===== config.mk =====
export PLATFORM = sky130hd
export DESIGN_NAME = register_shift_bank
export DESIGN_NICKNAME = d
export VERILOG_FILES = /design/src/rtl/dcnn_reg_pkg.sv /design/src/rtl/register_stage.sv /design/src/rtl/register_shift_bank.sv
export SDC_FILE = /design/constraint.sdc
export NUM_CORES = 1
export LEC_CHECK = 0
export CORE_ASPECT_RATIO = 0.9
export CORE_UTILIZATION = 40
export CTS_CLUSTER_SIZE = 24
export DETAILED_ROUTE_END_ITERATION = 16
export MAX_ROUTING_LAYER = met4
export PLACE_DENSITY = 0.81
export RECOVER_POWER = 25
export SLEW_MARGIN = 0
export SYNTH_ARGS = -nofsm -noshare
export SYNTH_HDL_FRONTEND = slang
export SYNTH_SLANG_ARGS = --single-unit
export TNS_END_PERCENT = 10

===== constraint.sdc =====
create_clock -name CLK -period 3 [get_ports CLK]
set_clock_uncertainty 0.05 [all_clocks]
set_input_delay 0.6 -clock CLK [delete_from_list [all_inputs] [get_ports CLK]]
set_output_delay 0.6 -clock CLK [all_outputs]
set_load 0.005 [all_outputs]

===== src/rtl/dcnn_reg_pkg.sv =====
// Shared types for the kernel-row register bank.
// Holds the MODE encodings used by the bank and its bench.
package dcnn_reg_pkg;

    // Operating modes of the bank, sampled only while EN is high.
    typedef enum logic [1:0] {
        MODE_HOLD  = 2'b00,
        MODE_SHIFT = 2'b01,
        MODE_LOAD  = 2'b10,
        MODE_CLEAR = 2'b11
    } reg_mode_t;

endpackage


===== src/rtl/register_stage.sv =====
// One WIDTH-bit stage of the kernel-row register bank.
// Ports:
//   clk, rst  : rising-edge clock, async active-high reset
//   en        : write enable (shift or load)
//   clr       : synchronous clear, wins over en
//   sel_par   : 1 = take par_d, 0 = take ser_d
//   ser_d     : serial neighbour (previous stage or Din)
//   par_d     : parallel slice from Pin
//   q         : stage contents
module register_stage #(
    parameter int WIDTH = 16
) (
    input  logic             clk,
    input  logic             rst,
    input  logic             en,
    input  logic             clr,
    input  logic             sel_par,
    input  logic [WIDTH-1:0] ser_d,
    input  logic [WIDTH-1:0] par_d,
    output logic [WIDTH-1:0] q
);

    always_ff @(posedge clk or posedge rst) begin
        if (rst) begin
            q <= '0;
        end else if (clr) begin
            q <= '0;
        end else if (en) begin
            q <= sel_par ? par_d : ser_d;
        end
    end

endmodule


===== src/rtl/register_shift_bank.sv =====
// DEPTH x WIDTH shift/load register bank holding one kernel-row
// window between the feature-map reader and the MAC array.
// Ports:
//   CLK, RST : rising-edge clock, async active-high reset
//   EN       : operation enable; 0 holds regardless of MODE
//   MODE     : 00 hold, 01 shift-in, 10 parallel load, 11 clear
//   Din      : serial input into stage 0
//   Pin      : parallel data, slice i -> stage i
//   Pout     : all stages, same slicing as Pin
//   Dout     : stage DEPTH-1 (oldest word)
//   COUNT    : number of valid words, 0..DEPTH (saturating)
//   FULL     : COUNT == DEPTH
//   EVICT    : one-cycle pulse after a shift that dropped a valid word
module register_shift_bank
    import dcnn_reg_pkg::*;
#(
    parameter int WIDTH = 16,
    parameter int DEPTH = 5
) (
    input  logic                       CLK,
    input  logic                       RST,
    input  logic                       EN,
    input  logic [1:0]                 MODE,
    input  logic [WIDTH-1:0]           Din,
    input  logic [DEPTH*WIDTH-1:0]     Pin,
    output logic [DEPTH*WIDTH-1:0]     Pout,
    output logic [WIDTH-1:0]           Dout,
    output logic [$clog2(DEPTH+1)-1:0] COUNT,
    output logic                       FULL,
    output logic                       EVICT
);

    localparam int CW = $clog2(DEPTH + 1);
    localparam logic [CW-1:0] DEPTH_C = CW'(DEPTH);

    logic do_shift;
    logic do_load;
    logic do_clear;

    logic [WIDTH-1:0] stage_q [DEPTH];
    logic [CW-1:0]    count_q;
    logic             evict_q;

    // Undefined or hold encodings fall through to "no operation".
    always_comb begin
        do_shift = 1'b0;
        do_load  = 1'b0;
        do_clear = 1'b0;
        if (EN) begin
            case (reg_mode_t'(MODE))
                MODE_SHIFT: do_shift = 1'b1;
                MODE_LOAD:  do_load  = 1'b1;
                MODE_CLEAR: do_clear = 1'b1;
                default:    ;
            endcase
        end
    end

    for (genvar i = 0; i < DEPTH; i++) begin : g_stage
        logic [WIDTH-1:0] ser_d;

        if (i == 0) begin : g_head
            assign ser_d = Din;
        end else begin : g_link
            assign ser_d = stage_q[i-1];
        end

        register_stage #(
            .WIDTH (WIDTH)
        ) u_stage (
            .clk     (CLK),
            .rst     (RST),
            .en      (do_shift | do_load),
            .clr     (do_clear),
            .sel_par (do_load),
            .ser_d   (ser_d),
            .par_d   (Pin[i*WIDTH +: WIDTH]),
            .q       (stage_q[i])
        );

        assign Pout[i*WIDTH +: WIDTH] = stage_q[i];
    end

    // Fill level saturates at DEPTH; a shift while full drops
    // the old Dout, which is what EVICT reports next cycle.
    always_ff @(posedge CLK or posedge RST) begin
        if (RST) begin
            count_q <= '0;
            evict_q <= 1'b0;
        end else begin
            evict_q <= 1'b0;
            if (do_clear) begin
                count_q <= '0;
            end else if (do_load) begin
                count_q <= DEPTH_C;
            end else if (do_shift) begin
                evict_q <= FULL;
                if (!FULL) begin
                    count_q <= count_q + 1'b1;
                end
            end
        end
    end

    assign Dout  = stage_q[DEPTH-1];
    assign COUNT = count_q;
    assign FULL  = (count_q == DEPTH_C);
    assign EVICT = evict_q;

endmodule


# Word level (Yosys, flattened, before mapping)
# Index checks and enable logic that the tools add are counted.
# word_totals
ff_bits	84
in_bits	101
output_inout_bits	101
elab_cells	45
# classes
add_sub_neg	1
eq_ne	5
mux	28
bitwise_logic	1
n_reduce_logical	3
# ops
op	count
16-bit two-way mux	15
3-bit two-way mux	4
1-bit two-way mux	9
2-bit == test (second input constant)	2
3-bit by 1-bit adder with 3-bit output (second input constant)	1
3-bit == test (second input constant)	1
3-bit by 1-bit != test with 1-bit output (second input constant)	1
3-bit nonzero test	1
2-bit by 1-bit == test with 1-bit output (second input constant)	1
2-bit AND reduction	1
2-bit nonzero test	1
1-bit OR	1

# Longest topological paths before layout
# Gate-level depths: netlist of the first run.
# depth
depth_word	6
mapped_depth	6
mapped_depth_nobuf	6

# Hierarchy
# From an unflattened synthesis of the first run, not the netlist that was laid out.
# hier_totals
hier_cells	406
hier_area_um2	4388.0
# by_module_without_submodules
module	n_inst	cells_per_inst	area_per_inst_um2	seq_area_each_um2
register_stage	5	72	797.0	400.4
register_shift_bank	1	46	402.9	100.1

# Worst setup path after synthesis of the first run
# Ideal clock, no wire load.
# synth_path
path_type	input port to flip-flop
from	input MODE[1]
to	register g_stage[0].u_stage.q[1]
arrival_ps	1525
setup_slack_ps	1304
stages	6
path_buffers	3
path_cell_list	buf_2 > nor2b_4 > buf_6 > buf_6 > a22o_1 > a22o_1
# synth_via
elab_chain_cells	6
elab_cells_between_ends	14
cone_classes	eq/ne: 3; mux: 9; bitwise: 1; reduce/logical: 1
# synth_lines
element	line_no	text
start: declaration	register_shift_bank.sv:23	input logic [1:0] MODE,
2-bit == test	register_shift_bank.sv:50	case (reg_mode_t'(MODE))
1-bit two-way mux	register_shift_bank.sv:50	
1-bit two-way mux	register_shift_bank.sv:49	if (EN) begin
16-bit two-way mux	register_stage.sv:29	q <= sel_par ? par_d : ser_d;
16-bit two-way mux	register_stage.sv:28	end else if (en) begin
16-bit two-way mux	register_stage.sv:26	end else if (clr) begin
end signal: assignment	register_stage.sv:29	
end: declaration	register_stage.sv:20	output logic [WIDTH-1:0] q
# Several ways; a longest one is shown, not always the timed one. The select of a mux whose other input is x is not followed.
# A chain may end at the register's enable or synchronous reset.

# Worst setup path in the final report of the first run
# layout_path
from	register count_q[1] (netlist: COUNT[1])
to	output FULL
# layout_via
elab_chain_cells	1
# layout_lines
element	line_no	text
start: declaration	register_shift_bank.sv:41	logic [CW-1:0] count_q;
start signal: assignment	register_shift_bank.sv:99	count_q <= count_q + 1'b1;
3-bit == test	register_shift_bank.sv:107	assign FULL = (count_q == DEPTH_C);
end: declaration	register_shift_bank.sv:29	output logic FULL,
# No other way between the ends.

==> results.toml, run 1 <==
[run_status]
status = "complete, no violations"

[synth]
syn_area_um2 = 3950
ys_top_cells_by_count = "a22o_1, dfrtp_1, buf_2"
ys_types = 19
synthMostInstantiatedCell = "a22o_1"
yosysSeqAreaShare_pct = 53.2
synth_edf_count = 0
yosys.area.top_type = "dfrtp_1"
ys.flop_type = "dfrtp_1"
synth.top_cell.area_share_pct = 53.2
syn_avg_cell_area_um2 = 12.4
async_flop_share_pct = 100
ys_ff_latch = 84
synth_nets = 421
synthCells = 318
netlist_top_cells_area = "dfrtp_1, a22o_1, buf_2"
yosysWarnings = 0

[die]
start_util_pct = 41.1
std_cell_rows = 34
dieHeight_um = 96.3
chipWidth_um = 107
io_pins = 202
core_area_um2 = 9610
dieArea_um2 = 10300

[clock_tree]
cts_tree = "built"
post_cts_resized = 0
clock_path_buffers = 2
numCtsBuffers = 9
cts_setup_buffers = 0
path_clk_slew_ns = 0.09
cts_sinks = 84
clock_latency_ns = 0.35
cts_root_buf = "clkbuf_8"
cts_hold_buf = 0
htree_levels = 3

[worst_setup_path]
r2r_setup_slack_ns = 1.47
end_kind = "primary output"
cp_cell_sequence = "inv_1 -> ha_1 -> nand2_1 -> inv_1 -> clkdlybuf4s50_1"
start_kind = "flop"
crit_slowest_cell = "clkdlybuf4s50_1"
critPathMaxFanout = 3
worstRegToRegCells = 5
max_stage_delay_ns = 0.50
path_buf_inv = 3
worstReg2RegStart = "COUNT[0]$_DFFE_PP0P_"
cp.arrival_ns = 1.69
path_common_cell = "inv_1"
reg2reg_to = "COUNT[1]$_DFFE_PP0P_"
worstPathRequired_ns = 2.35
crit_family = "buffers and inverters"
worstSetupPathType = "reg -> out"

[route]
wl_per_cell_um = 19.6
drc = 0
ant_nets = 0
drt_iter0_markers = 181
post_drt_via_cell_ratio = 5.79
vias = 3580
wl_um = 12100
firstDrtPassIters = 4

[layout]
area_growth_pct = 56.1
antennaDiodeCount = 0
final_nets = 590
nFillCells = 759
drive_above_1_share_pct = 5.28
ff_latch_area_um2 = 2100
multi_input_area_um2 = 1550

[pwr]
ir_worst_vdd_uv = 294
power_mw = 3.14
power.density_nw_per_um2 = 509
power.leakage_nw = 2.66

[placed_design]
gp_congestion = 0.843
dpl.hpwl_um = 8370
io_buffers = 201

[timing]
setup_viol = 0
rsz0062_at_grt = "false"
post-route-period-util_pct = 78.1
hold_viol = 0
tns_ns = 0
max_slew_margin_pct = 50.4
worstMarginPinSlew_ns = 0.745
fmax_mhz = 427
maxSlewViolCount = 0
hold_ws_ns = 0.492
min_period_ns = 2.34

[flow_run]
cap_violations = 0

[worst_hold_path]
min-delay-start = "g_stage[3].u_stage.q[14]$_DFFE_PP0P_"
whs_endpoint = "g_stage[3].u_stage.q[14]$_DFFE_PP0P_"
hold_path_depth = 1
hold_class = "reg -> reg"

[global_routing]
track_usage_pct = 24.0
grt_max_degree = 81
grt-ovfl-total = 0
antenna_found_initial = 0
grt_pass1_vias = 3383
grt_pass1_wl_um = 18500
==> kinds of logic (layout without fill, tap and decap cells) <==
kind of cell               Yosys count  count (layout)  synth area share, %
AOI/OAI and AO/OA                  169             169                 37.0
adders and majority gates            2               2                0.634
buffers and inverters               56             230                 7.98
DFF                                 84              84                 53.2
and+or+nand+nor                      7               7                 1.17
==> registers in the layout, summed over array words and instances (netlist names) <==
register	cells
EVICT	1
COUNT	3
g_stage.u_stage.q	80
==> where the power goes <==
part	internal (mW)	total (mW)	switching, mW
logic	0.550	0.826	0.276
clock network	0.480	0.916	0.436
registers	1.26	1.39	0.130
total	2.29	3.14	0.842
==> routing by layer <==
layer | global-route usage (%) | vias to the layer above | share of wire, %
met2 | 37.5 | 173 | 47
li1 | - | 1593 | -
met1 | 31.6 | 1800 | 43
met3 | 5.35 | 14 | 7.9
met5 | - | - | 0
met4 | 6.96 | 0 | 1.5
==> final cells by class <==
type | count | share of cell area, %
Timing Repair Buffer | 210 | 34.3
Clock buffer | 10 | 2.07
Tap cell | 126 | 2.56
Clock inverter | 6 | 1.56
Sequential cell | 84 | 34.1
Multi-Input combinational cell | 178 | 25.1
Inverter | 4 | 0.284
==> worst max-delay path by stage <==
stage / start / endpoint / slack, ns / cells after the start
5_1_grt: COUNT[1]$_DFFE_PP0P_ / FULL / 0.53 / 5
2_1_floorplan: RST / COUNT[0]$_DFFE_PP0P_ / 0.18 / 1
3_3_place_gp: MODE[1] / g_stage[0].u_stage.q[1]$_DFFE_PP0P_ / 0.70 / 5
3_5_place_dp: MODE[1] / g_stage[1].u_stage.q[13]$_DFFE_PP0P_ / 0.65 / 5
6_report: COUNT[1]$_DFFE_PP0P_ / FULL / 0.66 / 5
4_1_cts: COUNT[1]$_DFFE_PP0P_ / FULL / 0.64 / 5
==> per-stage QoR <==
stage / instances / cell area [µm²] / utilization [%] / setup slack [ns]
after floorplan: 318 / 3950 / - / 0.185
after global placement: 602 / 5950 / 61.9 / 0.699
after detailed placement: 602 / 5950 / 61.9 / 0.649
after CTS: 618 / 6180 / 64.2 / 0.640
after global routing: 618 / 6160 / 64.1 / 0.526
final: 618 / 6160 / 64.1 / 0.657
==> cell usage in the layout, fill, tap and decap left out, drive strengths merged <==
cell type and n:
clkdlybuf4s50 198, a22o 160, dfrtp 84, clkbuf 13, buf 7, inv 6, nor2b 3, nand2 2
a21oi 2, o22a 2, ha 2, bufinv 2, dlygate4sd3 2, o21ai 2, nor3 1, a31oi 1
a21boi 1, o21a 1, or4 1, clkinv 1, clkinvlp 1
Note: power is estimated with default switching activity, not from simulation.
==> inputs of run 2 (changes only) <==
Settings changed: CORE_UTILIZATION 40 to 36, PLACE_DENSITY 0.81 to 0.77.
Clock period 3 ns to 2.11 ns, I/O delays scaled along.
==> run 2 against run 1 <==
Net effect:
- global-route usage is 1.4 points lower
- register-to-register slack got worse by 0.83 ns
- largest cell class unchanged
- highest routed layer unchanged
- first-iteration DRC count up 8.8%
- critical path depth did not move
- critical endpoint unchanged
- via count up 0.56%
- die area up 11%
- sequential share of layout area fell by 0.98 points
- worst hold slack worse by 0.067 ns
- clock power is 67% higher
- power rose by 51%
- final area is 3.0% higher
==> results.toml, run 2 (synthesis gave the netlist of run 1 again) <==
[layout]
multi_input_area_um2 = 1550
final_nets = 598
ff_latch_area_um2 = 2100
area_growth_pct = 60.7
antennaDiodeCount = 0
final_cell_area_um2 = 6350
final_cell_mix = "clkdlybuf4s50_1, a22o_1, dfrtp_1"
nFillCells = 882
largest_register_ffs = 80
largest-register = "g_stage.u_stage.q"
final_common_cell = "clkdlybuf4s50_1"
drive_above_1_share_pct = 7.40

[global_routing]
grt_max_degree = 46
grt_pass1_vias = 3596
track_usage_pct = 22.6
antenna_found_initial = 0
grt-ovfl-total = 0
grt_pass1_wl_um = 19300

[clock_tree]
cts_tree = "built"
cts_sinks = 84
htree_levels = 3
numCtsBuffers = 9
cts_root_buf = "clkbuf_16"
clock_path_buffers = 2
clock_latency_ns = 0.33
path_clk_slew_ns = 0.07
cts_hold_buf = 0

[route]
vias = 3600
drt_iter0_markers = 197
wl_um = 12300
ant_nets = 0
wl_per_cell_um = 19.5
post_drt_via_cell_ratio = 5.72
drc = 0
firstDrtPassIters = 4

[placed_design]
dpl-instance-area_um2 = 6050
pre_cts_ws_ns = 0.0702
dpl.hpwl_um = 9000
gp_congestion = 0.814
io_buffers = 201

[worst_setup_path]
endpoint = "FULL"
cp-startpoint = "COUNT[1]$_DFFE_PP0P_"
r2r_setup_slack_ns = 0.64
critPathMaxFanout = 3
path_buf_inv = 3
cp.depth = 5
cp.arrival_ns = 1.41
reg2reg_to = "COUNT[1]$_DFFE_PP0P_"
crit_slowest_cell = "dfrtp_1"
worstPathRequired_ns = 1.64
max_stage_delay_ns = 0.39
path_common_cell = "inv_1"
start_kind = "flop"
crit_family = "buffers and inverters"
end_kind = "primary output"
worstSetupPathType = "reg -> out"
cp_cell_sequence = "inv_1 -> ha_2 -> nand2_1 -> inv_1 -> dlygate4sd2_1"
worstRegToRegCells = 4
worstReg2RegStart = "COUNT[1]$_DFFE_PP0P_"

[worst_hold_path]
hold_class = "in -> reg"
min-delay-start = "EN"

[die]
chipWidth_um = 112
dieHeight_um = 101
core_area_um2 = 10500
dieArea_um2 = 11400
start_util_pct = 37.7
std_cell_rows = 35
io_pins = 202

[pwr]
power.density_nw_per_um2 = 744
power.internal_mw = 3.43
seq_power_share_pct = 42.1
clkPwrFrac_pct = 32.3
comb_power_share_pct = 25.6
p_sw_share_pct = 27.4
power.leakage_nw = 2.74
ir_worst_vdd_uv = 357
netSwitchingPower_mw = 1.29

[timing]
setup_viol = 0
fin_ws_ns = 0.227
hold_viol = 0
max_slew_margin_pct = 46.2
rsz0062_at_grt = "false"
fmax_mhz = 531
tns_ns = 0
min_period_ns = 1.88
maxSlewViolCount = 0
worstMarginPinSlew_ns = 0.803
post-route-period-util_pct = 89.2

[flow_run]
cap_violations = 0

[run_status]
status = "complete, no violations"
==> run 2: area by class of cell <==
| cell class | instances | area share (%) |
|---|---|---|
| clock buffer | 9 | 3.55 |
| clock inverter | 7 | 1.01 |
| multi-input combinational | 178 | 24.5 |
| sequential | 84 | 33.1 |
| inverter | 4 | 0.256 |
| tap | 129 | 2.54 |
| timing repair buffer | 218 | 35.1 |
==> run 2: stage by stage <==
stage          utilization [%]  instances  hold slack (ns)  power [mW]
6_report                  60.6        629            0.426        4.72
5_1_grt                   60.6        629            0.437        4.94
4_1_cts                   60.7        629            0.389        4.77
3_5_place_dp              57.8        611            0.471        3.22
3_3_place_gp              57.8        611            0.463        3.19
2_1_floorplan                -        318            0.462        2.45
==> run 2: repair_timing <==
action                     CTS  global route
gates resized for setup      2             0
setup endpoints to repair    1             0
buffers inserted             2             0
==> run 2: per-layer routing <==
layer	track usage (%)	share of wire, %
met3	4.97	7.1
met4	6.67	1.9
met5	-	0
met1	28.1	43
met2	37.3	48
==> run 2: worst min-delay path by stage <==
stage                                                 to  cells past startpoint
global placement    g_stage[4].u_stage.q[14]$_DFFE_PP0P_                      1
finish                                   EVICT$_DFF_PP0_                      3
CTS                  g_stage[1].u_stage.q[7]$_DFFE_PP0P_                      2
global route                             EVICT$_DFF_PP0_                      3
floorplan            g_stage[0].u_stage.q[1]$_DFFE_PP0P_                      1
detailed placement  g_stage[0].u_stage.q[15]$_DFFE_PP0P_                      1
==> run 2: tightest hold or removal path, stage by stage <==
cell,delay (ns)
buf_2,0.15
nand2_1,0.14
nor3_1,0.06
==> run 2: power groups by stage <==
stage | Combinational [mW] | Sequential (mW) | Clock [mW]
2_1_floorplan | 0.472 | 1.98 | 0
3_3_place_gp | 1.18 | 2.02 | 0
3_5_place_dp | 1.20 | 2.02 | 0
4_1_cts | 1.22 | 1.99 | 1.55
5_1_grt | 1.30 | 2.01 | 1.62
6_report | 1.21 | 1.99 | 1.53
